==> src/rtl/arb_pkg.sv <==
// Shared types and defaults for the grant-lock stage that follows the fixed-priority arbiter.
package arb_pkg;

  typedef enum logic [1:0] {
    IDLE = 2'd0,
    OWN  = 2'd1,
    GAP  = 2'd2
  } state_t;

  localparam int ARB_N        = 4;
  localparam int ARB_MAX_HOLD = 16;

  function automatic int clog2(input int v);
    int r;
    r = 0;
    while ((1 << r) < v) r++;
    return r;
  endfunction

endpackage

==> src/rtl/onehot_to_bin.sv <==
// One-hot select to binary index, plus selection of the selected requester's last/req bits.
module onehot_to_bin
  import arb_pkg::*;
#(
  parameter int N  = ARB_N,
  parameter int IW = clog2(N)
) (
  input  logic [N-1:0]  onehot,
  input  logic [N-1:0]  last,
  input  logic [N-1:0]  req,
  output logic [IW-1:0] bin,
  output logic          last_sel,
  output logic          req_sel
);

  always_comb begin
    bin = '0;
    for (int i = 0; i < N; i++) begin
      if (onehot[i]) bin = bin | IW'(i);
    end
  end

  assign last_sel = |(onehot & last);
  assign req_sel  = |(onehot & req);

endmodule

==> src/rtl/arbiter_grant_lock.sv <==
// Locks the arbiter's grant for a whole transaction, releases on last/req-drop/hold
// timeout and inserts one turnaround cycle before the next grant. N must be >= 2.
module arbiter_grant_lock
  import arb_pkg::*;
#(
  parameter int N        = ARB_N,
  parameter int MAX_HOLD = ARB_MAX_HOLD,
  parameter int CNT_W    = 8
) (
  input  logic                  clk,
  input  logic                  rst,
  input  logic [N-1:0]          req,
  input  logic [N-1:0]          grant_in,
  input  logic [N-1:0]          last,
  output logic [N-1:0]          grant,
  output logic [clog2(N)-1:0]   owner_id,
  output logic                  bus_busy,
  output logic                  timeout
);

  localparam int IW = clog2(N);
  localparam logic [CNT_W-1:0] HOLD_LAST = CNT_W'(MAX_HOLD - 1);

  function automatic logic [N-1:0] lowest_set(input logic [N-1:0] v);
    return v & (~v + N'(1));
  endfunction

  function automatic logic [CNT_W-1:0] sat_inc(input logic [CNT_W-1:0] c);
    return (c == '1) ? c : c + CNT_W'(1);
  endfunction

  state_t           state_q, state_d;
  logic [N-1:0]     pick, sel, grant_d;
  logic [IW-1:0]    sel_id, owner_id_d;
  logic [CNT_W-1:0] cnt_q, cnt_d;
  logic             busy_d, timeout_d;
  logic             own_last, own_req, hold_expired, release_own;

  // A malformed multi-hot grant_in is reduced to its lowest set bit.
  assign pick = lowest_set(grant_in);

  // While owning, the selector points at the locked owner; otherwise at the candidate.
  assign sel = (state_q == OWN) ? grant : pick;

  onehot_to_bin #(.N(N), .IW(IW)) u_sel (
    .onehot   (sel),
    .last     (last),
    .req      (req),
    .bin      (sel_id),
    .last_sel (own_last),
    .req_sel  (own_req)
  );

  assign hold_expired = (MAX_HOLD != 0) && (cnt_q == HOLD_LAST);
  assign release_own  = own_last || !own_req || hold_expired;

  always_comb begin
    state_d    = state_q;
    grant_d    = grant;
    owner_id_d = owner_id;
    busy_d     = bus_busy;
    timeout_d  = 1'b0;
    cnt_d      = cnt_q;
    case (state_q)
      OWN: begin
        if (release_own) begin
          state_d   = GAP;
          grant_d   = '0;
          busy_d    = 1'b0;
          timeout_d = hold_expired && !own_last;
        end else begin
          cnt_d = sat_inc(cnt_q);
        end
      end
      default: begin
        if (|pick) begin
          state_d    = OWN;
          grant_d    = pick;
          owner_id_d = sel_id;
          busy_d     = 1'b1;
          cnt_d      = '0;
        end else begin
          state_d    = IDLE;
          grant_d    = '0;
          owner_id_d = '0;
          busy_d     = 1'b0;
        end
      end
    endcase
  end

  always_ff @(posedge clk) begin
    if (rst) begin
      state_q  <= IDLE;
      grant    <= '0;
      owner_id <= '0;
      bus_busy <= 1'b0;
      timeout  <= 1'b0;
      cnt_q    <= '0;
    end else begin
      state_q  <= state_d;
      grant    <= grant_d;
      owner_id <= owner_id_d;
      bus_busy <= busy_d;
      timeout  <= timeout_d;
      cnt_q    <= cnt_d;
    end
  end

endmodule

==> config.mk <==
export PLATFORM = sky130hd
export DESIGN_NAME = arbiter_grant_lock
export DESIGN_NICKNAME = d
export VERILOG_FILES = /design/src/rtl/arb_pkg.sv /design/src/rtl/onehot_to_bin.sv /design/src/rtl/arbiter_grant_lock.sv
export SDC_FILE = /design/constraint.sdc
export NUM_CORES = 1
export LEC_CHECK = 0
export ABC_AREA = 1
export BUFFER_PORTS_ARGS = -buffer_cell sky130_fd_sc_hd__clkbuf_2
export CORE_MARGIN = 1.5
export CORE_UTILIZATION = 55
export CTS_CLUSTER_DIAMETER = 40
export CTS_CLUSTER_SIZE = 28
export DETAILED_ROUTE_END_ITERATION = 7
export MAX_ROUTING_LAYER = met4
export PLACE_DENSITY_LB_ADDON = 0.1
export RECOVER_POWER = 100
export SKIP_CTS_REPAIR_TIMING = 1
export SLEW_MARGIN = 10
export SYNTH_ARGS = -nofsm -noshare
export SYNTH_HDL_FRONTEND = slang
export SYNTH_HIERARCHICAL = 1
export SYNTH_SLANG_ARGS = --single-unit
==> constraint.sdc <==
create_clock -name clk -period 5.38 [get_ports clk]
set_input_delay 1.076 -clock clk [delete_from_list [all_inputs] [get_ports clk]]
set_output_delay 1.076 -clock clk [all_outputs]
set_load 0.01 [all_outputs]
Word-level counts from Yosys, hierarchy flattened
Cells that the tools add are included.
Storage, ports and cells
  bits in registers: 18
  logic and storage cells: 49
  output and inout port bits: 8
  input bits: 14
Cells by class
  reductions and logical operators: 11
  bitwise logic cells: 6
  muxes and demuxes: 18
  equality and inequality tests: 6
  add/subtract/negate cells: 2
Operator list (count)
  8-bit two-way mux: 4
  4-bit two-way mux: 4
  4-bit AND: 3
  4-bit OR reduction: 3
  2-bit two-way mux: 5
  8-bit by 1-bit adder with 8-bit output, second input constant: 1
  8-bit by 4-bit == test with 1-bit output, second input constant: 1
  8-bit == test, second input constant: 1
  2-bit != test, second input constant: 3
  1-bit two-way mux: 5
  4-bit by 1-bit adder with 4-bit output, second input constant: 1
  4-bit inverter: 1
  3-bit AND reduction: 1
  3-bit OR reduction: 1
  2-bit by 1-bit == test with 1-bit output, second input constant: 1
  1-bit logical NOT: 2
  1-bit logical OR: 2
  1-bit inverter: 2
  2-bit nonzero test: 1
  1-bit logical AND: 1

Depth between registers and ports, before layout
Gate-level depths: netlist of run 1.
  word-level depth: 11
  mapped depth: 18

Hierarchy
The synthesis of run 1 kept the hierarchy.
Modules (own cells, without submodules)
  arbiter_grant_lock: instances 1, cells an instance 144, area an instance 929.6 µm²
  onehot_to_bin: instances 1, cells an instance 20, area an instance 80.1 µm²

Least setup slack after synthesis of run 1
Ideal clock, no wire load.
  path kind: input to register
  from: in grant_in[1]
  to: reg cnt_q[5]
  arrival: 2302 ps
  path slack: 2969 ps
  setup time: 109 ps
  stages on the path: 15
  data required time: 5271 ps
  path through: nor3_1 nand3_1 nand2_1 nand2_1 nand2_1 inv_1 nand2_1 nand2_1 o21bai_4 nand2_4 nand2_4 nand2_4 nand2_1 nand2_1 inv_1
Between the ends
  longest elaborated chain between the ends: 11
  elaborated cells on any way between the ends: 15
  those cells by class: 1 x add/sub; 1 x eq/ne; 1 x mux; 4 x bitwise; 8 x reduce/logical
Ends and longest elaborated chain
  start: declaration: RTL line arbiter_grant_lock.sv:13  | input logic [N-1:0] grant_in,
  4-bit inverter: RTL line arbiter_grant_lock.sv:25  | return v & (~v + N'(1));
  4-bit by 1-bit adder with 4-bit output: RTL line arbiter_grant_lock.sv:25
  4-bit AND: RTL line arbiter_grant_lock.sv:25
  4-bit two-way mux: RTL line arbiter_grant_lock.sv:43  | assign sel = (state_q == OWN) ? grant : pick;
  named net sel[3]: RTL line arbiter_grant_lock.sv:33  | logic [N-1:0] pick, sel, grant_d;
  4-bit AND: RTL line onehot_to_bin.sv:24  | assign req_sel = |(onehot & req);
  4-bit OR reduction: RTL line onehot_to_bin.sv:24
  named net own_req: RTL line arbiter_grant_lock.sv:37  | logic own_last, own_req, hold_expired, release_own;
  1-bit logical NOT: RTL line arbiter_grant_lock.sv:55  | assign release_own = own_last || !own_req || hold_expired;
  1-bit logical OR (2 in a row): RTL line arbiter_grant_lock.sv:55
  2-bit != test (no source line)
  3-bit AND reduction (no source line)
  end signal: assignment: RTL line arbiter_grant_lock.sv:106  | cnt_q <= cnt_d;
  end: declaration: RTL line arbiter_grant_lock.sv:35  | logic [CNT_W-1:0] cnt_q, cnt_d;
The timed path passes the listed nets, and every way through them passes these cells.
A chain may end at the register's enable or synchronous reset.

Final worst setup path of run 1
  from: in grant_in[1]
  to: reg cnt_q[1]
Between the ends
  elaborated cells on any way between the ends: 15
  those cells by class: 1 x add/sub; 1 x eq/ne; 1 x mux; 4 x bitwise; 8 x reduce/logical
RTL lines
  4-bit inverter: RTL line arbiter_grant_lock.sv:25
  4-bit by 1-bit adder with 4-bit output: RTL line arbiter_grant_lock.sv:25
  4-bit AND: RTL line arbiter_grant_lock.sv:25
  4-bit two-way mux: RTL line arbiter_grant_lock.sv:43
  named net sel[3]: RTL line arbiter_grant_lock.sv:33
  4-bit AND: RTL line onehot_to_bin.sv:23  | assign last_sel = |(onehot & last);
  4-bit OR reduction: RTL line onehot_to_bin.sv:23
  named net own_last: RTL line arbiter_grant_lock.sv:37
  1-bit logical OR (2 in a row): RTL line arbiter_grant_lock.sv:55
  2-bit != test (no source line)
  3-bit AND reduction (no source line)
The timed path passes the listed nets, and every way through them passes these cells.

==> results.tsv, run 1 <==
metric	value	unit
share of layout cells above drive strength 1	0.128	
Post-Syn Area per Cell	6.16	µm²
Final min period	2.82	ns
Slew HR	0.742	
worst setup margin	2.56	ns
Worst setup EP type	register	
clk slew on worst S/H paths	0.09	ns
# nets final	204	
Ant. Diodes	0	
CTS root buf	clkbuf_4	
Vias/cell	4.94	
initial antenna violation count	0	
Max Buffers Root-to-Sink	2	
boundary pin count	22	
Fin. Hold Viols	0	
Syn Inst Count	164	
TritonCTS clock tree	done	
kind of critical path	input pin to register	
Area Overhead vs Synth	12.0	%
first-pass GRT wire length	3600	µm
leakage	0.552	nW
WL/cell	10.7	µm
vias in the first global route	899	
setup TNS	0	ns
Power Total	0.264	mW
Remaining Overflow, GRT	0	
power per cell area	234	nW/µm²
largest net degree at the start of global routing	12	
die area	2100	µm²
DRT antenna net count	0	
Warnings, synthesis	6	
drt pass-1 iters	5	
num rows	15	
HP Class	register to register	
DRT Wirelength	2270	µm
All-Layer GR Usage	0.246	
Synth Register Bits	17	
commonest non-fill, non-tap cell in the layout	nand2_1	
Startpoint Class	input pin	
crit path DAT	3.02	ns
commonest non-fill, non-tap cells in the layout	70 x nand2_1, 17 x inv_1, 17 x dfxtp_1, 15 x nor2_1, 13 x nand3_1	
Final Skew	0.000860	ns
status	finished, final reports clean	
Vias	1052	
Final Hold Slack	0.480	ns
reg2reg setup slack	2.94	ns
CP max FO	9	
DIE HEIGHT	45.8	µm
RSZ-0062 raised after global routing	no	
H-tree levels	1	
sequential cell area fraction in the yosys report	0.337	
Setup violations, final	0	
core area	1730	µm²
net count after synthesis	179	
TritonCTS Sinks	17	
Buffers on Ports	21	
Core Util, Final	0.655	
Slew @ Worst Pin	0.386	ns
Remaining DRCs	0	
Mapped Area	1010	µm²
worst vdd ir	0.000178	V
Die Wd	45.8	µm
Slew Limit Fails	0	
max-cap violation count	0	
Clk Latency, worst-skew pair	0.29	ns
DR iter-0 viols	15	
Worst EP required	5.58	ns
FMAX	354	MHz
fin crit share	0.525	
Routability Congestion	0.885	
Starting Density	0.585	
Num CTS Buffers	3	
worst slack at placement	2.65	ns
synth unique cells	22	
post-detail-place hpwl	1810	µm
[final timing paths]
check | from | endpoint | depth (start not counted)
max | grant_in[1] | cnt_q[1] | 16
min | owner_id[0] | owner_id[0] | 2
max reg2reg | state_q[1] | cnt_q[1] | 17
min reg2reg | owner_id[0] | owner_id[0] | 2
[stage by stage]
| stage | std cells | area (µm²) |
|---|---|---|
| after detailed placement | 209 | 1140 |
| after global placement | 209 | 1140 |
| after CTS | 213 | 1170 |
| after global routing | 213 | 1130 |
| after floorplan | 164 | 1010 |
| final | 213 | 1130 |
[synth_stat cells, drive strengths merged]
cell type	instances	area share
clkinv	1	0.0037
nor4	1	0.0062
o21bai	1	0.019
nand4	1	0.0062
dfxtp	17	0.34
or2	3	0.019
nor3	1	0.0050
buf	1	0.0050
ha	1	0.012
inv	19	0.071
o21ai	2	0.0099
nor2	17	0.068
nand3	14	0.074
a21oi	12	0.063
nand2	71	0.29
nand3b	2	0.015
[routing by layer]
metal	GRT usage	vias up	part of all wire	routed length, µm
li1	-	563	-	-
met1	0.276	464	0.45	1010
met2	0.408	20	0.50	1140
met3	0.0476	5	0.033	74
met4	0.126	0	0.016	36
met5	-	-	0	0
[kinds of logic (layout without fill, tap and decap cells)]
kind of cell             count (synthesis)  after routing  synth area share
AO/OA/AOI/OAI                           15             15            0.0917
AND/OR/NAND/NOR                        110            110             0.480
flip-flops                              17             17             0.337
adder cells (fa/ha/maj)                  1              1            0.0124
buffers and inverters                   21             45            0.0793
[critical path: stages]
cell	delay, ns
clkbuf_1	0.10
nor3_1	0.25
nand3_1	0.13
nand2_1	0.15
nand2_1	0.07
nand2_1	0.07
inv_1	0.04
nand2_1	0.06
inv_1	0.04
nand2_1	0.07
o21bai_1	0.21
nand2_1	0.28
nand2_1	0.28
nand2_1	0.07
nand2_1	0.07
nor2_1	0.06
[registers in the layout, summed over array words and instances (netlist names)]
register,count
cnt_q,8
grant,4
owner_id,2
state_q,2
timeout,1
[area by class of cell]
type,instances,area (µm²)
Inverter,20,75.1
Timing Repair Buffer,21,93.8
Multi-Input combinational cell,126,563
Clock buffer,3,22.5
Clock inverter,1,5.00
Tap cell,25,31.3
Sequential cell,17,340
Fill cell,172,596
[report_power, final]
group          total [mW]  switching (mW)  internal [mW]
combinational      0.0582          0.0381         0.0201
clock              0.0676          0.0398         0.0277
sequential          0.138         0.00576          0.133
Note: power is estimated with default switching activity, not from simulation.
==> run 2, diff against run 1 <==
- CORE_UTILIZATION: 55 -> 52
- clock period: 5.38 -> 2.85 ns (I/O delays scaled with it)
==> run 2 against run 1 <==
  * Clock power is 100% higher
  * Clock skew is 0.0032 ns higher
  * Power is 94% higher
  * Hold slack worse by 0.0074 ns
  * Via count is 0.29% lower
  * Sequential cell count stayed put
  * Critical path type is now register to register
==> results.tsv, run 2 (synthesis gave the netlist of run 1 again) <==
metric	value	unit
RSZ-0062 raised after global routing	no	
vias in the first global route	841	
drt pass-1 iters	5	
CP Buf/Inv Count	5	
Post-Place Cells	209	
Vias	1049	
crit-path max cell delay	0.32	ns
first-pass GRT wire length	3480	µm
Setup violations, final	0	
Critical R2R Launch	state_q[1]	
placement-stage cell area	1140	µm²
Slew HR	0.742	
Remaining DRCs	0	
Final min period	2.35	ns
power per cell area	445	nW/µm²
Buffers on Ports	21	
Top reg by flops	cnt_q	
DIE HEIGHT	47.1	µm
initial antenna violation count	0	
Post-Layout Cell Count	213	
Num CTS Buffers	3	
WL/cell	10.3	µm
worst hold path cell count	2	
Slew Limit Fails	0	
Fin. Hold Viols	0	
DRT Wirelength	2200	µm
post-detail-place hpwl	1710	µm
worst vdd ir	0.000301	V
Power Total	0.512	mW
Die Wd	47.1	µm
Worst setup EP type	register	
boundary pin count	22	
FF-to-FF path depth	18	
Vias/cell	4.92	
reg2reg setup slack	0.50	ns
num rows	15	
commonest non-fill, non-tap cell in the layout	nand2_1	
Starting Density	0.566	
worst path cell trace	inv_1 -> nand2_1 -> inv_1 -> nand2_1 -> nand2_1 -> nand2_1 -> nand2_1 -> inv_1 -> nand2_1 -> inv_1 -> nand2_1 -> o21bai_4 -> nand2_4 -> nand2_1 -> nand2_4 -> nand2_1 -> nand2_1 -> inv_1	
CP max FO	11	
CTS root buf	clkbuf_4	
max reg flops	8	
Worst path top cell family by delay	simple AND/OR/NAND/NOR gates	
commonest non-fill, non-tap cells in the layout	69 x nand2_1, 18 x inv_1, 17 x dfxtp_1, 15 x nor2_1	
TritonCTS Sinks	17	
CP max stage cell	dfxtp_1	
H-tree levels	1	
Clk Latency, worst-skew pair	0.30	ns
Ant. Diodes	0	
Routability Congestion	0.832	
TritonCTS clock tree	done	
# nets final	204	
Startpoint Class	register	
most frequent CP cell	nand2_1	
reg-to-reg endpoint	cnt_q[5]	
clk slew on worst S/H paths	0.11	ns
Max Buffers Root-to-Sink	2	
DR iter-0 viols	19	
fin crit share	0.823	
biggest regs	cnt_q (8), grant (4)	
Worst Hold Endpoint	owner_id[1]	
design area	1150	µm²
share of layout cells above drive strength 1	0.138	
status	finished, final reports clean	
crit path DAT	2.56	ns
Worst EP required	3.06	ns
kind of critical path	register to register	
DRT antenna net count	0	
largest net degree at the start of global routing	12	
FMAX	426	MHz
HP Class	register to register	
leakage	0.564	nW
core area	1780	µm²
setup TNS	0	ns
die area	2220	µm²
max-cap violation count	0	
Slew @ Worst Pin	0.386	ns
All-Layer GR Usage	0.233	
Final Skew	0.00408	ns
Area Overhead vs Synth	14.0	%
hold_sp	owner_id[1]	
Remaining Overflow, GRT	0	
run 2: cell counts in the layout (fill, tap and decap cells not counted):
No cell type changed its count.
run 2: area by class of cell:
class,instances,area (µm²)
clock buffer,3,22.5
multi-input combinational,126,582
inverter,20,75.1
sequential,17,340
fill,158,632
timing repair buffer,21,95.1
tap,25,31.3
clock inverter,1,5.00
run 2: worst reg2reg max path: stages (launching register included):
cell and delay, ns:
dfxtp_1 0.32, inv_1 0.03, nand2_1 0.27, inv_1 0.29
nand2_1 0.12, nand2_1 0.11, nand2_1 0.08, nand2_1 0.05
inv_1 0.07, nand2_1 0.07, inv_1 0.05, nand2_1 0.05
o21bai_4 0.20, nand2_4 0.12, nand2_1 0.17, nand2_4 0.11
nand2_1 0.06, nand2_1 0.05, inv_1 0.04
run 2: per-stage QoR:
| stage | hold WS [ns] | util | setup slack, ns |
|---|---|---|---|
| 6_report | 0.473 | 0.646 | 0.503 |
| 5_1_grt | 0.497 | 0.646 | 0.291 |
| 4_1_cts | 0.483 | 0.655 | 0.723 |
| 3_5_place_dp | 0.458 | 0.640 | 0.626 |
| 3_3_place_gp | 0.446 | 0.640 | 0.699 |
| 2_1_floorplan | 0.482 | - | 0.945 |
run 2: power by group:
group          internal [mW]  switching (mW)  leakage, nW  total, mW
registers              0.251          0.0106        0.138      0.261
clock network         0.0523          0.0844       0.0177      0.137
logic                 0.0415          0.0731        0.407      0.115
total                  0.344           0.168        0.564      0.512
run 2: per-layer routing:
layer,vias to the layer above,part of all wire,GRT usage
li1,558,-,-
met1,456,0.47,0.292
met2,29,0.45,0.362
met3,6,0.050,0.0346
met4,0,0.024,0.117
met5,-,0,-
run 2: how the worst max path moves through the flow:
stage / start / endpoint / slack [ns] / cells after the start
2_1_floorplan: grant_in[1] / cnt_q[5] / 0.94 / 15
3_3_place_gp: grant_in[1] / cnt_q[6] / 0.70 / 16
3_5_place_dp: grant_in[1] / cnt_q[5] / 0.63 / 16
4_1_cts: state_q[1] / cnt_q[5] / 0.72 / 18
5_1_grt: state_q[1] / cnt_q[5] / 0.29 / 18
6_report: state_q[1] / cnt_q[5] / 0.50 / 18
==> run 3, diff against run 2 <==
- clock period: 2.85 -> 2.4 ns (I/O delays scaled with it)
==> run 3 against run 2 <==
  * Via count increased by 4.9%
  * Clock power increased by 16%
  * Final area increased by 0.87%
==> results.tsv, run 3 (synthesis gave the netlist of run 1 again) <==
metric	value	unit
Remaining DRCs	0	
vias in the first global route	912	
clk slew on worst S/H paths	0.10	ns
CP max stage cell	dfxtp_1	
initial antenna violation count	0	
TritonCTS Sinks	17	
Slew @ Worst Pin	0.359	ns
HP Class	input pin to register	
Ant. Diodes	0	
worst vdd ir	0.000433	V
share of layout cells above drive strength 1	0.143	
Final Skew	0.00669	ns
post-detail-place hpwl	1850	µm
die area	2220	µm²
CTS root buf	clkbuf_4	
largest net degree at the start of global routing	11	
footprint of the multi-input gates	589	µm²
worst path cell trace	inv_1 -> nand2_1 -> clkbuf_1 -> nand3_1 -> nand2_1 -> nand2_1 -> nand2_1 -> inv_1 -> nand2_1 -> inv_1 -> nand2_1 -> o21bai_4 -> nand2_4 -> nand2_4 -> nand2_1 -> a21oi_1	
DIE HEIGHT	47.1	µm
RSZ-0062 raised after global routing	no	
reg2reg setup slack	0.30	ns
Fin. Hold Viols	0	
setup TNS	0	ns
Num CTS Buffers	3	
Power Total	0.612	mW
Worst EP required	2.63	ns
FMAX	476	MHz
max reg flops	8	
TritonCTS clock tree	done	
DRT antenna net count	0	
Area Overhead vs Synth	15.0	%
Routability Congestion	0.840	
Remaining Overflow, GRT	0	
crit-path max cell delay	0.32	ns
Reg area	340	µm²
Final min period	2.10	ns
Vias	1100	
crit path DAT	2.33	ns
Max Buffers Root-to-Sink	2	
boundary pin count	22	
DRT Wirelength	2380	µm
DR iter-0 viols	33	
commonest non-fill, non-tap cell in the layout	nand2_1	
Starting Density	0.566	
CP max FO	9	
Die Wd	47.1	µm
kind of critical path	register to register	
core area	1780	µm²
num rows	15	
commonest non-fill, non-tap cells in the layout	68 x nand2_1, 17 x inv_1, 17 x dfxtp_1, 15 x nor2_1	
Worst setup EP type	register	
most frequent CP cell	nand2_1	
max-cap violation count	0	
Startpoint Class	register	
fin crit share	0.876	
Setup violations, final	0	
drt pass-1 iters	4	
Vias/cell	5.14	
H-tree levels	1	
Clk Latency, worst-skew pair	0.30	ns
WL/cell	11.1	µm
Slew Limit Fails	0	
fillcell total	167	
# nets final	205	
first-pass GRT wire length	3750	µm
status	finished, final reports clean	
All-Layer GR Usage	0.250	
leakage	0.561	nW
Buffers on Ports	21	
Slew HR	0.759	
biggest regs	cnt_q (8), grant (4)	
Top reg by flops	cnt_q	
Core Util, Final	0.651	
power per cell area	527	nW/µm²
==> run 3: per-stage QoR <==
| stage | cell area (µm²) | hold WS, ns | std cells | setup slack, ns |
|---|---|---|---|---|
| final | 1160 | 0.452 | 214 | 0.299 |
| after global routing | 1160 | 0.456 | 214 | 0.103 |
| after CTS | 1170 | 0.442 | 214 | 0.389 |
| after detailed placement | 1150 | 0.460 | 210 | 0.280 |
| after global placement | 1150 | 0.447 | 210 | 0.344 |
| after floorplan | 1010 | 0.482 | 164 | 0.585 |
==> run 3: where the power goes <==
group          internal (mW)  switching (mW)  total [mW]
logic                 0.0517          0.0912       0.143
clock network         0.0648          0.0941       0.159
registers              0.297          0.0132       0.311
==> run 3: per-layer routing <==
layer  vias to the layer above  part of all wire  GRT usage
li1                        565                 -          -
met1                       491              0.43      0.273
met2                        34              0.49      0.430
met3                        10             0.052     0.0769
met4                         0             0.025     0.0833
met5                         -                 0          -
==> run 3: area by class of cell <==
cell class / count / share of cell area
Sequential cell: 17 / 0.293
Timing Repair Buffer: 22 / 0.0851
Clock buffer: 4 / 0.0226
Inverter: 20 / 0.0647
Tap cell: 25 / 0.0269
Multi-Input combinational cell: 126 / 0.508
==> run 3: worst max-delay path, delay by kind of cell, from the launching register on <==
kind                   cells  cell delay (ns)
buffers and inverters      4             0.35
flip-flops                 1             0.32
AO/OA/AOI/OAI              2             0.31
AND/OR/NAND/NOR           10             1.04
==> run 3: path summary, 6_finish.rpt <==
path	start	end	cells past startpoint
worst max-delay path	state_q[1]	cnt_q[4]	16
worst min-delay path	rst	cnt_q[3]	2
worst max register to register	state_q[1]	cnt_q[4]	16
worst min register to register	owner_id[0]	owner_id[0]	2
